`src/rtl/demuxn_deser_if.sv`:
```
// demuxn_deser_if -- handshake/data bundle for the serial-to-parallel demux.
//
// Signals:
//   clear      : synchronous abort of the partially assembled word
//   in_bit     : serial data bit
//   in_valid   : in_bit is valid this cycle
//   in_ready   : deserializer accepts in_bit this cycle
//   sel        : destination index of the next accepted bit
//   out_data   : last completed word
//   out_valid  : out_data holds an unconsumed word
//   out_ready  : consumer takes out_data this cycle
//
// Modports:
//   master : the side that feeds bits and consumes words (e.g. a testbench)
//   slave  : the deserializer itself
interface demuxn_deser_if #(
  parameter int OWIDTH = 20,
  parameter int SWIDTH = 5
);
  logic              clear;
  logic              in_bit;
  logic              in_valid;
  logic              in_ready;
  logic [SWIDTH-1:0] sel;
  logic [OWIDTH-1:0] out_data;
  logic              out_valid;
  logic              out_ready;

  modport master (
    output clear, in_bit, in_valid, out_ready,
    input  in_ready, sel, out_data, out_valid
  );

  modport slave (
    input  clear, in_bit, in_valid, out_ready,
    output in_ready, sel, out_data, out_valid
  );
endinterface

```
`src/rtl/demuxn_deser.sv`:
```
// demuxn_deser -- serial-to-parallel deserializer built as a 1-to-OWIDTH
// bit demux. Each accepted bit is routed to assembly[sel], LSB first; when
// the last position is written the whole word moves to out_data and the
// block stalls (FULL) until the consumer takes it.
//
// Ports:
//   clk   : single clock, all state updates on the rising edge
//   rst   : synchronous, active-high reset (priority over everything)
//   bus   : demuxn_deser_if.slave -- clear, in_bit/in_valid/in_ready,
//           sel, out_data/out_valid/out_ready
//
// Parameters:
//   OWIDTH : word width / number of demux destinations
//   SWIDTH : index width, must satisfy OWIDTH <= 2**SWIDTH
module demuxn_deser #(
  parameter int OWIDTH = 20,
  parameter int SWIDTH = 5
) (
  input  logic            clk,
  input  logic            rst,
  demuxn_deser_if.slave   bus
);

  typedef enum logic {
    FILL = 1'b0,
    FULL = 1'b1
  } state_t;

  localparam logic [SWIDTH-1:0] LAST_SEL = SWIDTH'(OWIDTH - 1);

  state_t            state_q, state_d;
  logic [SWIDTH-1:0] sel_q, sel_d;
  logic [OWIDTH-1:0] asm_q, asm_d;
  logic [OWIDTH-1:0] data_q, data_d;
  logic              valid_q, valid_d;

  logic in_ready_w;
  logic accept_w;
  logic out_ev_w;

  // In FULL a new bit may only enter when the pending word leaves in the
  // same cycle, so the assembly never overruns an unconsumed word.
  assign in_ready_w = !rst && !bus.clear &&
                      ((state_q == FILL) || bus.out_ready);
  assign accept_w   = bus.in_valid && in_ready_w;
  assign out_ev_w   = valid_q && bus.out_ready;

  // One write enable per destination: the demux proper. asm_d already
  // contains the bit being accepted, so it is the completed word when
  // sel hits the last position.
  generate
    for (genvar gi = 0; gi < OWIDTH; gi++) begin : g_route
      assign asm_d[gi] = (accept_w && (sel_q == SWIDTH'(gi))) ? bus.in_bit
                                                              : asm_q[gi];
    end
  endgenerate

  always_comb begin
    state_d = state_q;
    sel_d   = sel_q;
    data_d  = data_q;
    valid_d = valid_q;

    // Consumption always releases FULL; an accept below may re-enter it
    // only if the word is a single bit wide.
    if (out_ev_w) begin
      valid_d = 1'b0;
      state_d = FILL;
    end

    if (bus.clear) begin
      // Rewinding sel is enough to discard the partial word: every
      // position is overwritten before the next word completes.
      sel_d = '0;
    end else if (accept_w) begin
      if (sel_q == LAST_SEL) begin
        data_d  = asm_d;
        valid_d = 1'b1;
        sel_d   = '0;
        state_d = FULL;
      end else begin
        sel_d = sel_q + SWIDTH'(1);
      end
    end
  end

  always_ff @(posedge clk) begin
    if (rst) begin
      state_q <= FILL;
      sel_q   <= '0;
      asm_q   <= '0;
      data_q  <= '0;
      valid_q <= 1'b0;
    end else begin
      state_q <= state_d;
      sel_q   <= sel_d;
      asm_q   <= asm_d;
      data_q  <= data_d;
      valid_q <= valid_d;
    end
  end

  assign bus.in_ready  = in_ready_w;
  assign bus.sel       = sel_q;
  assign bus.out_data  = data_q;
  assign bus.out_valid = valid_q;

endmodule

```
`src/flat_wrapper.sv`:
```
// flat-port wrapper written by rule: the top's interface ports become plain ports
module demuxn_deser_flat 
#(
  parameter int OWIDTH = 20,
  parameter int SWIDTH = 5
)
  (clk, rst, bus_clear, bus_in_bit, bus_in_valid, bus_out_ready, bus_in_ready, bus_sel, bus_out_data, bus_out_valid);
  demuxn_deser_if #(.OWIDTH(OWIDTH), .SWIDTH(SWIDTH)) bus_i ();
  input  logic clk;
  input  logic rst;
  input wire logic [$bits(bus_i.clear)-1:0] bus_clear;
  input wire logic [$bits(bus_i.in_bit)-1:0] bus_in_bit;
  input wire logic [$bits(bus_i.in_valid)-1:0] bus_in_valid;
  input wire logic [$bits(bus_i.out_ready)-1:0] bus_out_ready;
  output wire logic [$bits(bus_i.in_ready)-1:0] bus_in_ready;
  output wire logic [$bits(bus_i.sel)-1:0] bus_sel;
  output wire logic [$bits(bus_i.out_data)-1:0] bus_out_data;
  output wire logic [$bits(bus_i.out_valid)-1:0] bus_out_valid;
  assign bus_i.clear = bus_clear;
  assign bus_i.in_bit = bus_in_bit;
  assign bus_i.in_valid = bus_in_valid;
  assign bus_i.out_ready = bus_out_ready;
  assign bus_in_ready = bus_i.in_ready;
  assign bus_sel = bus_i.sel;
  assign bus_out_data = bus_i.out_data;
  assign bus_out_valid = bus_i.out_valid;
  demuxn_deser #(.OWIDTH(OWIDTH), .SWIDTH(SWIDTH)) u_core (.clk(clk), .rst(rst), .bus(bus_i));
endmodule
```
`config.mk`:
```
export PLATFORM = sky130hd
export DESIGN_NAME = demuxn_deser_flat
export DESIGN_NICKNAME = d
export VERILOG_FILES = /design/src/rtl/demuxn_deser_if.sv /design/src/rtl/demuxn_deser.sv /design/src/flat_wrapper.sv
export SDC_FILE = /design/constraint.sdc
export NUM_CORES = 1
export LEC_CHECK = 0
export BUFFER_PORTS_ARGS = -buffer_cell sky130_fd_sc_hd__buf_4
export CORE_MARGIN = 2
export CORE_UTILIZATION = 55
export CTS_CLUSTER_DIAMETER = 200
export DETAILED_ROUTE_END_ITERATION = 8
export MAX_ROUTING_LAYER = met4
export PLACE_DENSITY = 0.87
export SETUP_SLACK_MARGIN = 0.05
export SYNTH_ARGS = -nofsm -noshare
export SYNTH_HDL_FRONTEND = slang
export SYNTH_SLANG_ARGS = --single-unit
```
`constraint.sdc`:
```
create_clock -name clk -period 2.1 [get_ports clk]
set_input_delay 0.42 -clock clk [delete_from_list [all_inputs] [get_ports clk]]
set_output_delay 0.42 -clock clk [all_outputs]
set_load 0.02 [all_outputs]
```
# Word level (Yosys, flattened, before mapping)
# Cells that the tools add are included.
[word_totals]
regBits = 47
input_bits = 6
out_inout_bits = 27
wordCells = 86
[op_classes]
n_addsub = 1
n_eq_ne = 19
muxes = 29
bitwise_logic = 2
reduce_logical = 30
[ops]
columns = ["cell", "count"]
rows = [
  ["$eq 5x4->1 const B", 8],
  ["$mux 1", 28],
  ["$logic_and 1x1->1", 24],
  ["$eq 5x3->1 const B", 4],
  ["$eq 5x5->1 const B", 4],
  ["$eq 5x2->1 const B", 2],
  ["$add 5x1->5 const B", 1],
  ["$eq 5x1->1 const B", 1],
  ["$logic_not 5->1", 1],
  ["$mux 5", 1],
  ["$reduce_and 3->1", 1],
  ["$logic_not 1->1", 2],
  ["$not 1->1", 2],
  ["$reduce_or 2->1", 1],
  ["$logic_or 1x1->1", 1],
]

# Longest topological paths before layout
[logic_depth]
ltp_word = 6
depth_mapped = 7
ltp_nobuf = 6

# Worst setup path after synthesis
# Ideal clock, no wire load.
[synth_timing]
kind = "reg2reg"
from = "register u_core.sel_q[0] (netlist: u_core.bus.sel[0])"
to = "register u_core.data_q[12] (netlist: u_core.bus.out_data[12])"
setup_ns = 0.130
t_arrival_ns = 1.537
required_ns = 1.970
slack_ns = 0.432
stages_incl_launch_ff = 7
n_path_buf = 1
period_less_slack_ns = 1.668
cell_sequence = "dfxtp_1 > ha_1 > and4bb_4 > nand4_4 > clkbuf_1 > nand3b_1 > o21ai_0"
[synth_between]
elab_chain_cells = 3
word_cells_on_any_way = 5
cone_classes = "eq/ne (2); mux (1); reduce/logical (2)"
[synth_lines]
columns = ["item", "line_no", "rtl"]
rows = [
  ["start, declared", "demuxn_deser.sv:32", "logic [SWIDTH-1:0] sel_q, sel_d;"],
  ["start signal, assigned", "demuxn_deser.sv:96", "sel_q <= sel_d;"],
  ["$eq 5x4->1", "demuxn_deser.sv:53", "assign asm_d[gi] = (accept_w && (sel_q == SWIDTH'(gi))) ? bus.in_bit"],
  ["$logic_and 1x1->1", "demuxn_deser.sv:53", ""],
  ["$mux 1", "demuxn_deser.sv:53", ""],
  ["end signal, assigned", "demuxn_deser.sv:98", "data_q <= data_d;"],
  ["end, declared", "demuxn_deser.sv:34", "logic [OWIDTH-1:0] data_q, data_d;"],
]
# Several ways; a longest one is shown, not always the timed one.
# A chain may end at the register's enable or synchronous reset.

# Worst setup path after layout
[layout_timing]
from = "register u_core.sel_q[0] (netlist: u_core.bus.sel[0])"
to = "register u_core.data_q[18] (netlist: u_core.bus.out_data[18])"
[layout_between]
elab_chain_cells = 3
word_cells_on_any_way = 5
cone_classes = "eq/ne (2); mux (1); reduce/logical (2)"
[layout_lines]
columns = ["item", "line_no"]
rows = [
  ["$eq 5x5->1", "demuxn_deser.sv:53"],
  ["$logic_and 1x1->1", "demuxn_deser.sv:53"],
  ["$mux 1", "demuxn_deser.sv:53"],
]
# Several ways; a longest one is shown, not always the timed one.

==> results.toml <==
[pwr]
power.switching_mw = 0.3246
p_int_mw = 1.119
p_comb_share_pct = 4.2
pwr-share-clk_pct = 35.2
power_leakage_nw = 0.8506
netSwitchingFraction_pct = 22.49
power.total_mw = 1.443
power_density_mw_per_mm2 = 621.4
seq_power_share_pct = 60.6
ir_worst_vdd_v = 0.0004859

[yosys]
synth_top_family_by_area = "simple AND/OR/NAND/NOR gates"
syn_nets = 234
netlist_instances = 223
synth_area_mm2 = 0.002019
synth_warnings = 0
synth_compound_area_share_pct = 13.44
yosysUniqueCellTypes = 34
ys_seq_elements = 46
synth-simple-area-share_pct = 26.89
avgSynthCellArea_um2 = 9.056
synth_fa_ha_area_share_pct = 3.098
seq_area_frac_synth_pct = 45.60
synthMuxAreaShare_pct = 5.452
synth_xor_xnor_area_share_pct = 0

[detailed_routing]
drc = 0
dr.pass1.iters = 4
avgRoutedWirePerCell_um = 13.37
ant_nets = 0
vias = 1605
drtIter0Drc = 65
wl_um = 3983
vias_per_cell = 5.386

[cells_and_area]
synthToLayoutAreaGrowth_pct = 14.99
drive_above_1_share_pct = 20.80
postLayoutCellArea_mm2 = 0.002322
fill_cells = 322
n_antenna_cell = 0
nNetsFinal = 261
multi_input_area_um2 = 988.4
regArea_um2 = 920.9
final_util_pct = 64.40

[clocking]
clkTransAtPathRegs_ns = 0.08
cts_buffer_depth = 2
clk-insertion-delay-late_ns = 0.30
h-tree-depth = 2
clock-root-buffer = "clkbuf_8"
cts_hold_buf = 0
cts_resized = 0
clkSinkCount = 46
postCtsSetupBuffers = 0
cts_tree = "done"
cts_buffers = 5

[timing]
finalCritPeriodShare_pct = 86.87
grt_setup_unrepaired = "no"
final.min_clock_period_ns = 1.824
setup_viol = 0
relSlewSlack_pct = 65.02
finClkSkew_ns = 0.007631
worst_slew_pin_slew_ns = 0.5199
max_freq_mhz = 548.2
hold_viol_final = 0
setup_ws_ns = 0.2758
fin_tns_setup_ns = 0
drv_slew = 0

[worst_setup_path]
critPathCapture = "u_core.bus.out_data[18]$_SDFFE_PP0P_"
end_kind = "flip-flop"
arrival_ns = 2.03
r2r_start = "u_core.bus.sel[0]$_SDFFE_PP0P_"
worstPathMaxFanout = 15
startpoint = "u_core.bus.sel[0]$_SDFFE_PP0P_"
cp-start-kind = "flip-flop"
crit_type = "reg -> reg"
r2r_end = "u_core.bus.out_data[18]$_SDFFE_PP0P_"
crit_required_ns = 2.31
reg2reg_depth = 5
r2r_setup_slack_ns = 0.28

[place]
post-place-ws_ns = 0.1472
gp_congestion = 0.8468
place_hpwl_um = 2678
port_buffers = 32
placed_area_mm2 = 0.002242

[die]
die_w_um = 64.60
die_h_um = 64.60
placementRows = 22
num_io_pins = 33
start_util_pct = 56.00
core_region_area_mm2 = 0.003606
die-area_mm2 = 0.004173

[worst_hold_path]
holdCritPathClass = "in -> reg"

[global_route]
grt_max_degree = 43
grt_usage_pct = 21.15
grt_pass1_vias = 1415
overflow = 0
grt_pass1_wl_um = 6651
grt_antenna_before_repair = 0

[job]
maxCapViolCount = 0

[run_status]
status = "completed"
## metal layers
metal	share of wire, %	GRT usage (%)	up-vias
met5	0	-	-
met4	1.5	8.777	0
met3	5.5	5.035	5
met2	44	31.64	45
met1	49	27.61	729
li1	-	-	826
## registers in the layout, indices dropped and copies added, names as in the netlist
signal	cells
u_core.state_q	1
u_core.bus.sel	5
u_core.bus.out_valid	1
u_core.bus.out_data	20
u_core.asm_q	19
## stage by stage
step / hold slack, ns / cells
2_1_floorplan: 0.4312 / 223
3_3_place_gp: 0.4444 / 291
3_5_place_dp: 0.4521 / 291
4_1_cts: 0.4250 / 298
5_1_grt: 0.4561 / 298
6_report: 0.4339 / 298
## Yosys cell counts (all sizes together)
library cell,count,area [um^2]
or3,2,12.51
nand2b,8,50.05
mux2i,11,110.1
a211oi,4,40.03
nor3,1,5.000
ha,5,62.56
buf,7,66.31
nand4,9,71.32
nand3,2,10.01
a21oi,12,60.06
inv,5,18.77
or2,5,31.28
nor2,13,51.30
and4bb,1,16.27
nand3b,13,97.59
and4,1,8.760
nor2b,11,68.82
a31o,1,8.760
dfxtp,46,920.9
and3,2,12.51
clkbuf,7,26.28
nor4,3,18.77
nor4bb,1,10.01
o21ai,31,155.2
o31ai,1,7.510
nand2,21,78.83
## cells in the final DEF (no fill, tap or decap)
| master | Yosys | routed |
|---|---|---|
| clkinv_2 | 0 | 2 |
| ha_1 | 5 | 5 |
| o21ai_1 | 7 | 7 |
| nor4bb_1 | 1 | 1 |
| nand2_1 | 21 | 21 |
| and4_2 | 0 | 1 |
| nor3_1 | 1 | 1 |
| mux2i_1 | 11 | 11 |
| or2_2 | 4 | 4 |
| inv_1 | 5 | 5 |
| and4bb_4 | 1 | 1 |
| a211oi_1 | 2 | 2 |
| nor4_1 | 3 | 3 |
| and3_1 | 2 | 2 |
| nand4_1 | 8 | 8 |
| nand3b_1 | 13 | 13 |
| or3_1 | 2 | 2 |
| clkbuf_8 | 0 | 5 |
| o31ai_1 | 1 | 1 |
| or2_1 | 1 | 1 |
| nand3_1 | 2 | 2 |
| nor2_2 | 1 | 1 |
| a211oi_2 | 2 | 2 |
| a31o_2 | 1 | 1 |
| buf_4 | 1 | 34 |
| o21ai_0 | 24 | 24 |
| nor2b_1 | 11 | 11 |
| nor2_1 | 12 | 12 |
| dfxtp_1 | 46 | 46 |
| a21oi_1 | 12 | 12 |
| nand2b_1 | 8 | 8 |
| nand4_4 | 1 | 1 |
## how the worst min path moves through the flow
stage                                    startpoint                              endpoint  slack (ns)  cells past startpoint
2_1_floorplan           u_core.asm_q[11]$_SDFF_PP0_  u_core.bus.out_data[11]$_SDFFE_PP0P_        0.43                      2
5_1_grt                               bus_out_ready             u_core.state_q$_SDFF_PP0_        0.46                      4
3_5_place_dp   u_core.bus.out_data[11]$_SDFFE_PP0P_  u_core.bus.out_data[11]$_SDFFE_PP0P_        0.45                      2
3_3_place_gp             u_core.asm_q[0]$_SDFF_PP0_   u_core.bus.out_data[0]$_SDFFE_PP0P_        0.44                      2
6_report                              bus_out_ready       u_core.bus.out_valid$_SDFF_PP0_        0.43                      3
4_1_cts                               bus_out_ready       u_core.bus.out_valid$_SDFF_PP0_        0.43                      3
## kinds of logic after synthesis
family	after synthesis
AND/OR/NAND/NOR	93
AO/OA/AOI/OAI	49
flip-flops	46
buffers and inverters	19
multiplexers	11
adder cells (fa/ha/maj)	5
## power by group through the flow
stage | clock network [mW] | logic (mW) | registers [mW]
after detailed placement | 0 | 0.0591 | 0.895
after global routing | 0.553 | 0.0657 | 0.874
after global placement | 0 | 0.0592 | 0.895
after CTS | 0.514 | 0.0600 | 0.874
final | 0.509 | 0.0603 | 0.874
after floorplan | 0 | 0.0382 | 0.895
## worst max-delay path, stage by stage, from the launching register on
cell	delay, ns
dfxtp_1	0.45
ha_1	0.25
and4bb_4	0.29
and4_2	0.44
nor2_1	0.07
a211oi_1	0.22
## layout make-up
class / count / area share, %
Clock buffer: 5 / 2.963
Sequential cell: 46 / 39.66
Tap cell: 48 / 2.586
Inverter: 5 / 0.8082
Timing Repair Buffer: 34 / 10.99
Multi-Input combinational cell: 158 / 42.56
Clock inverter: 2 / 0.4310
No activity file was read; power rests on OpenSTA's default activity.
